--- config.mk ---
export PLATFORM = sky130hd
export DESIGN_NAME = seq_mem_arbiter_2
export DESIGN_NICKNAME = d
export VERILOG_FILES = /design/src/rtl/seq_mem_arbiter_2.sv
export SDC_FILE = /design/constraint.sdc
export NUM_CORES = 1
export LEC_CHECK = 0
export ABC_AREA = 1
export BUFFER_PORTS_ARGS = -buffer_cell sky130_fd_sc_hd__buf_2
export CORE_UTILIZATION = 41
export CTS_BUF_LIST = sky130_fd_sc_hd__clkbuf_4 sky130_fd_sc_hd__clkbuf_8
export DETAILED_ROUTE_END_ITERATION = 7
export GPL_ROUTABILITY_DRIVEN = 0
export GPL_TIMING_DRIVEN = 0
export PLACE_DENSITY = 0.83
export SLEW_MARGIN = 20
export SYNTH_ARGS = -nofsm -noshare
export SYNTH_HDL_FRONTEND = slang
export SYNTH_SLANG_ARGS = --single-unit
--- constraint.sdc ---
create_clock -name clk -period 1.4 [get_ports clk]
set_input_delay 0.14 -clock clk [delete_from_list [all_inputs] [get_ports clk]]
set_output_delay 0.14 -clock clk [all_outputs]
set_load 0.05 [all_outputs]
--- src/rtl/seq_mem_arbiter_2.sv ---
// Round-robin arbiter that shares one single-port sequential memory between two requesters.
// One access is outstanding at a time; out-of-range addresses are answered locally with resp_err.
module seq_mem_arbiter_2 #(
  parameter int WIDTH    = 32,
  parameter int SIZE     = 144,
  parameter int IDX_SIZE = 8
) (
  input  logic                  clk,
  input  logic                  reset,
  input  logic [1:0]            req_valid,
  input  logic [1:0]            req_we,
  input  logic [2*IDX_SIZE-1:0] req_addr0,
  input  logic [2*WIDTH-1:0]    req_in,
  output logic [1:0]            req_ready,
  output logic [1:0]            resp_valid,
  output logic                  resp_err,
  output logic [WIDTH-1:0]      resp_out,
  output logic [IDX_SIZE-1:0]   mem_addr0,
  output logic                  mem_read_en,
  output logic                  mem_write_en,
  output logic [WIDTH-1:0]      mem_in,
  input  logic [WIDTH-1:0]      mem_out,
  input  logic                  mem_read_done,
  input  logic                  mem_write_done
);

  typedef enum logic [1:0] {
    IDLE  = 2'd0,
    ISSUE = 2'd1,
    WAIT  = 2'd2,
    ERR   = 2'd3
  } state_t;

  state_t                state_r;
  state_t                state_next_s;
  logic                  rr_ptr_r;
  logic                  in_reset_r;
  logic                  op_we_r;
  logic                  op_gnt_r;
  logic [IDX_SIZE-1:0]   op_addr_r;
  logic [WIDTH-1:0]      op_data_r;
  logic                  gnt_s;
  logic                  hs_s;
  logic                  sel_we_s;
  logic                  in_range_s;
  logic                  done_s;
  logic [IDX_SIZE-1:0]   sel_addr_s;
  logic [WIDTH-1:0]      sel_data_s;

  // Grant selection and handshake; no grant in reset or in the cycle right after it
  always_comb begin
    gnt_s = 1'b0;
    if (req_valid == 2'b11) begin
      gnt_s = rr_ptr_r;
    end else if (req_valid[1]) begin
      gnt_s = 1'b1;
    end else begin
      gnt_s = 1'b0;
    end
    hs_s       = (state_r == IDLE) && !reset && !in_reset_r && (req_valid != 2'b00);
    sel_we_s   = gnt_s ? req_we[1] : req_we[0];
    sel_addr_s = gnt_s ? req_addr0[2*IDX_SIZE-1:IDX_SIZE] : req_addr0[IDX_SIZE-1:0];
    sel_data_s = gnt_s ? req_in[2*WIDTH-1:WIDTH] : req_in[WIDTH-1:0];
    in_range_s = ({1'b0, sel_addr_s} < (IDX_SIZE+1)'(SIZE));
    done_s     = op_we_r ? mem_write_done : mem_read_done;
  end

  // State register
  always_ff @(posedge clk) begin
    if (reset) begin
      state_r <= IDLE;
    end else begin
      state_r <= state_next_s;
    end
  end

  // Remembers that the previous cycle was in reset, holding off the first grant by one cycle
  always_ff @(posedge clk) begin
    in_reset_r <= reset;
  end

  // Operation registers and round-robin pointer, captured on the accepting handshake
  always_ff @(posedge clk) begin
    if (reset) begin
      rr_ptr_r  <= 1'b0;
      op_we_r   <= 1'b0;
      op_gnt_r  <= 1'b0;
      op_addr_r <= {IDX_SIZE{1'b0}};
      op_data_r <= {WIDTH{1'b0}};
    end else if (hs_s) begin
      rr_ptr_r  <= ~gnt_s;
      op_we_r   <= sel_we_s;
      op_gnt_r  <= gnt_s;
      op_addr_r <= sel_addr_s;
      op_data_r <= sel_data_s;
    end else begin
      rr_ptr_r  <= rr_ptr_r;
      op_we_r   <= op_we_r;
      op_gnt_r  <= op_gnt_r;
      op_addr_r <= op_addr_r;
      op_data_r <= op_data_r;
    end
  end

  // Next-state logic
  always_comb begin
    state_next_s = state_r;
    case (state_r)
      IDLE: begin
        if (hs_s) begin
          state_next_s = in_range_s ? ISSUE : ERR;
        end else begin
          state_next_s = IDLE;
        end
      end
      ISSUE:   state_next_s = WAIT;
      WAIT: begin
        if (done_s) begin
          state_next_s = IDLE;
        end else begin
          state_next_s = WAIT;
        end
      end
      ERR:     state_next_s = IDLE;
      default: state_next_s = IDLE;
    endcase
  end

  // Outputs; everything handshake-related is forced low while reset is asserted
  always_comb begin
    req_ready    = 2'b00;
    resp_valid   = 2'b00;
    resp_err     = 1'b0;
    resp_out     = {WIDTH{1'b0}};
    mem_read_en  = 1'b0;
    mem_write_en = 1'b0;
    mem_addr0    = op_addr_r;
    mem_in       = op_data_r;
    if (!reset) begin
      case (state_r)
        IDLE: begin
          if (hs_s) begin
            req_ready[gnt_s] = 1'b1;
          end else begin
            req_ready = 2'b00;
          end
        end
        ISSUE: begin
          mem_read_en  = !op_we_r;
          mem_write_en = op_we_r;
        end
        WAIT: begin
          if (done_s) begin
            resp_valid[op_gnt_r] = 1'b1;
            resp_out             = op_we_r ? {WIDTH{1'b0}} : mem_out;
          end else begin
            resp_valid = 2'b00;
          end
        end
        ERR: begin
          resp_valid[op_gnt_r] = 1'b1;
          resp_err             = 1'b1;
        end
        default: resp_valid = 2'b00;
      endcase
    end else begin
      req_ready = 2'b00;
    end
  end

endmodule

# Word-level counts from Yosys, hierarchy flattened
# Cells that the tools add are included.
word_totals:
  register_bits: 46
  in_bits: 120
  out_inout_bits: 79
  elab_cells: 57
classes:
  n_lt_le_gt_ge: 5
  eq_ne: 4
  muxes: 30
  bitwise_logic: 1
  n_reduce_logical: 10
ops:
  columns: ["operator", "n"]
  rows:
  - ["two-way mux 32 bit", 5]
  - ["two-way mux 2 bit", 8]
  - ["two-way mux 1 bit", 12]
  - ["less-than comparator 8 bit, second input constant", 1]
  - ["two-way mux 8 bit", 1]
  - ["one-hot mux 2 bit (4 select lines)", 1]
  - ["equality test 2 bit, second input constant", 3]
  - ["logical AND 1 bit", 5]
  - ["less-than comparator 1 x 2 -> 1 bit, second input constant", 2]
  - ["one-hot mux 2 bit (2 select lines)", 1]
  - ["logical NOT 1 bit", 3]
  - ["demux 1 bit (select 1 bit)", 2]
  - ["equality test 2 x 1 -> 1 bit, second input constant", 1]
  - [">= comparator 1 bit, second input constant", 2]
  - ["logical NOT 2 bit", 1]
  - ["nonzero test 2 bit", 1]
  - ["inverter 1 bit", 1]

# Longest topological paths before layout
logic_depth:
  ltp_word: 9
  mapped_depth: 9
  depth_no_buf: 8

# Worst setup path before layout
# Ideal clock, no wire load.
synth_timing:
  path_kind: "register to output"
  start: "register state_r[0]"
  end: "output mem_read_en"
  t_arrival_ns: 1.930
  required_ns: 1.260
  path_slack_ns: -0.670
  stages_incl_launch_ff: 3
  path_buffers: 0
  path_cell_list: "dfxtp_1 > inv_1 > nor4_1"
synth_between:
  elab_chain_cells: 3
synth_lines:
  columns: ["element", "line_no", "rtl"]
  rows:
  - ["start: declaration", "34", "state_t state_r;"]
  - ["start signal: assignment", "73", "state_r <= state_next_s;"]
  - ["equality test 2 x 1 -> 1 bit", "140", "case (state_r)"]
  - ["two-way mux 1 bit", "140", null]
  - ["two-way mux 1 bit", "139", "if (!reset) begin"]
  - ["end: declaration", "19", "output logic mem_read_en,"]
# Every way passes these cells.

# Final worst setup path
layout_timing:
  start: "register state_r[1]"
  end: "output resp_out[22]"
layout_between:
  elab_chain_cells: 3
layout_lines:
  columns: ["element", "line_no", "rtl"]
  rows:
  - ["equality test 2 bit", "140", null]
  - ["two-way mux 32 bit", "140", null]
  - ["two-way mux 32 bit", "139", null]
  - ["end: declaration", "17", "output logic [WIDTH-1:0] resp_out,"]
# Every way passes these cells.

==> impl_metrics.py <==
metrics = {
    "grt": {
        "antenna_violations_before_repair": 1,
        "grt_remaining_overflow": 0,
        "grt_usage_pct": 29.6,
        "grt_pass1_wl_um": 15000,
        "grt_start_max_net_pins": 14,
        "grt_pass1_vias": 3284,
    },
    "drt": {
        "drtAntennaViolNets": 0,
        "post_drt_wl_per_cell_um": 15.8,
        "route.vias.total": 3673,
        "dr.pass1.iters": 4,
        "wl_met1_um": 4100,
        "detail_route.iter0.violations": 166,
        "viasPerCell": 5.10,
        "route.final.wire_length_um": 11400,
        "routed-wl-met2_um": 5730,
        "routed-wl-met3_um": 1060,
        "detail_route.drc_violations": 0,
        "highest-signal-layer": "met4",
    },
    "clock_network": {
        "clk_transition_reported_paths_ns": 0.09,
        "numCtsBuffers": 5,
        "cts_tree": "built",
        "clockBufferDepth": 2,
        "htree_num_levels": 2,
        "cts.root.buffer_cell": "sky130_fd_sc_hd__clkbuf_8",
        "cts_num_sinks": 46,
        "source_to_sink_clock_delay_at_the_later_pin_of_the_worst_skew_pair_ns": 0.30,
    },
    "place": {
        "buffer_ports.inserted": 197,
        "place_ws_ns": -0.284,
        "dp_cells": 695,
        "placement.cell_area_um2": 3910,
        "post-dp-hpwl_um": 6570,
    },
    "cells_and_area": {
        "area.growth.synth_to_final_pct": 90.1,
        "finalInstanceArea_um2": 4850,
        "nets": 763,
        "final-instance-count-excl-fill": 720,
        "post-route-util_pct": 81.4,
        "nFillCells": 415,
        "layout_common_cells": "sky130_fd_sc_hd__buf_2 (164), sky130_fd_sc_hd__nand2_1 (163), sky130_fd_sc_hd__nand3_1 (44), sky130_fd_sc_hd__dfxtp_1 (43), sky130_fd_sc_hd__a21oi_1 (38)",
        "post_route_cells_drive_above_1_share_pct": 51.2,
        "multi_input_area_um2": 1890,
        "regArea_um2": 930,
        "mostFrequentLayoutCell": "sky130_fd_sc_hd__buf_2",
    },
    "power": {
        "total_power_mw": 3.56,
        "power_density_nw_per_um2": 734,
        "static-leakage-power_nw": 2.39,
        "vdd_drop_max_v": 0.000651,
    },
    "setup_path": {
        "critPathRequiredTime_ns": 1.26,
        "setup_cp_type": "flop to primary output",
        "start_kind": "flop",
        "critical-path-top-delay-family": "simple AND/OR/NAND/NOR gates",
        "worst-endpoint-arrival_ns": 1.50,
        "worst_path_max_delay_cell": "sky130_fd_sc_hd__dfxtp_4",
        "path_max_fanout": 5,
        "worst-path-buf-inv": 3,
        "path_cells": "inv_4, nor2_4, buf_6, nand2_2, nor2_4, buf_8",
        "worstSetupEndpointType": "primary output",
        "largest_stage_delay_on_the_critical_path_ns": 0.38,
        "cp_common_cell": "sky130_fd_sc_hd__nor2_4",
    },
    "synthesis": {
        "combinational_family_with_the_most_area_after_synthesis": "simple AND/OR/NAND/NOR gates",
        "synth_mux_area_share_pct": 0,
        "synthesis.area_per_instance_um2": 6.03,
        "synth_simple_gate_area_share_pct": 45.1,
        "synth-adder-area-share_pct": 0,
        "synthXorXnorAreaFrac_pct": 0,
        "post_syn_instances": 423,
        "synth-compound-area-share_pct": 9.81,
        "synth_fp_nets": 543,
        "synth-warning-count": 0,
        "mappedNetlistArea_um2": 2550,
        "synth_cell_types": 21,
        "number_of_storage_elements_in_the_synthesis_netlist": 46,
        "yosysSeqAreaShare_pct": 36.1,
    },
    "floorplanning": {
        "floorplan.die_area_um2": 6540,
        "die_height_um": 80.9,
        "start_util_pct": 42.8,
        "count_of_standard_cell_rows": 28,
        "floorplan.die.width_um": 80.9,
        "core_area_um2": 5960,
        "io-pin-count": 199,
    },
    "timing": {
        "min_tclk_post_route_ns": 1.64,
        "finalHoldViolCount": 0,
        "max_freq_mhz": 611,
        "finalWorstSetupSlack_ns": -0.236,
        "setup_repair_after_global_routing_missed_its_margin": "yes",
        "worstMarginPinSlew_ns": 0.536,
        "timing.final.crit_share_pct": 117,
        "timing.clock.skew_ns": 0.00848,
        "max-slew-margin-rel_pct": 64.2,
        "finalSetupViolCount": 38,
        "final_max_slew_viol_count": 0,
    },
    "min_path": {
        "min_path_type": "primary input to flop",
    },
    "run_status": {
        "run_status": "complete, but fails checks",
        "failed_checks": "setup timing",
    },
    "flow_run": {
        "drv_cap": 0,
    },
}
==> metal layers <==
| metal | track usage (%) | up-vias |
|---|---|---|
| met5 | 0 | - |
| met4 | 14.5 | 0 |
| met3 | 8.65 | 40 |
| met2 | 54.5 | 201 |
| met1 | 30.2 | 1652 |
| li1 | - | 1780 |
==> state kept, by name, indices dropped and copies added, names as in the netlist <==
name        flops
mem_in         32
mem_addr0       8
state_r         2
in_reset_r      1
op_gnt_r        1
op_we_r         1
rr_ptr_r        1
==> worst min-delay path: cells and delay by family <==
kind                   cells  cell delay [ns]
AO/OA/AOI/OAI              1             0.05
buffers and inverters      1             0.10
AND/OR/NAND/NOR            3             0.15
==> metrics by stage <==
stage               TNS, ns  hold WS, ns
floorplan            -0.302        0.168
global placement      -7.32        0.268
detailed placement    -8.17        0.277
CTS                   -5.06        0.171
global route         -10.07        0.180
finish                -6.25        0.180
==> synth_stat cells (all sizes together) <==
master	n	area [µm²]
a31oi	1	6.26
inv	12	45.0
a211oi	2	20.0
nand3	47	235
nand3b	1	7.51
clkbuf	13	48.8
a21oi	41	209
buf	20	136
nor2	40	150
nor4	2	12.5
nand2	193	729
nor3	2	15.0
o21ai	3	15.0
dfxtp	46	921
==> logic make-up (layout without fill, tap and decap cells) <==
group                  count (synthesis)  count (layout)
flip-flops                            46              46
AND/OR/NAND/NOR                      285             286
AO/OA/AOI/OAI                         47              47
other                                  0               1
buffers and inverters                 45             265
==> power by group <==
part,internal [mW],switching [mW]
Clock,0.419,0.443
Combinational,0.466,0.817
Sequential,1.37,0.0417
Total,2.26,1.30
==> layout make-up <==
cell class | instances | share of cell area, %
Sequential cell | 46 | 19.2
Tap cell | 75 | 1.93
Clock buffer | 7 | 1.86
Timing Repair Buffer | 212 | 30.8
Antenna cell | 1 | 0.0516
Clock inverter | 1 | 0.103
Multi-Input combinational cell | 333 | 39.0
Inverter | 12 | 1.03
Buffer | 33 | 6.06
==> repair_timing <==
item / in CTS / in global routing
pin swaps: 12 / 14
hold buffers: 1 / 0
endpoints found under the hold margin: 1 / 0
buffers inserted: 5 / 3
cloned: 7 / 0
setup endpoints to repair: 51 / 70
gates resized for setup: 158 / 50
==> worst paths after layout <==
path              start            to  slack (ns)  depth (start not counted)
min          req_in[15]    mem_in[15]        0.18                          5
max reg2reg  state_r[1]    mem_in[31]        0.02                          8
min reg2reg  mem_in[11]    mem_in[11]        0.47                          2
max          state_r[1]  resp_out[22]       -0.24                          6
Note: power is estimated with default switching activity, not from simulation.
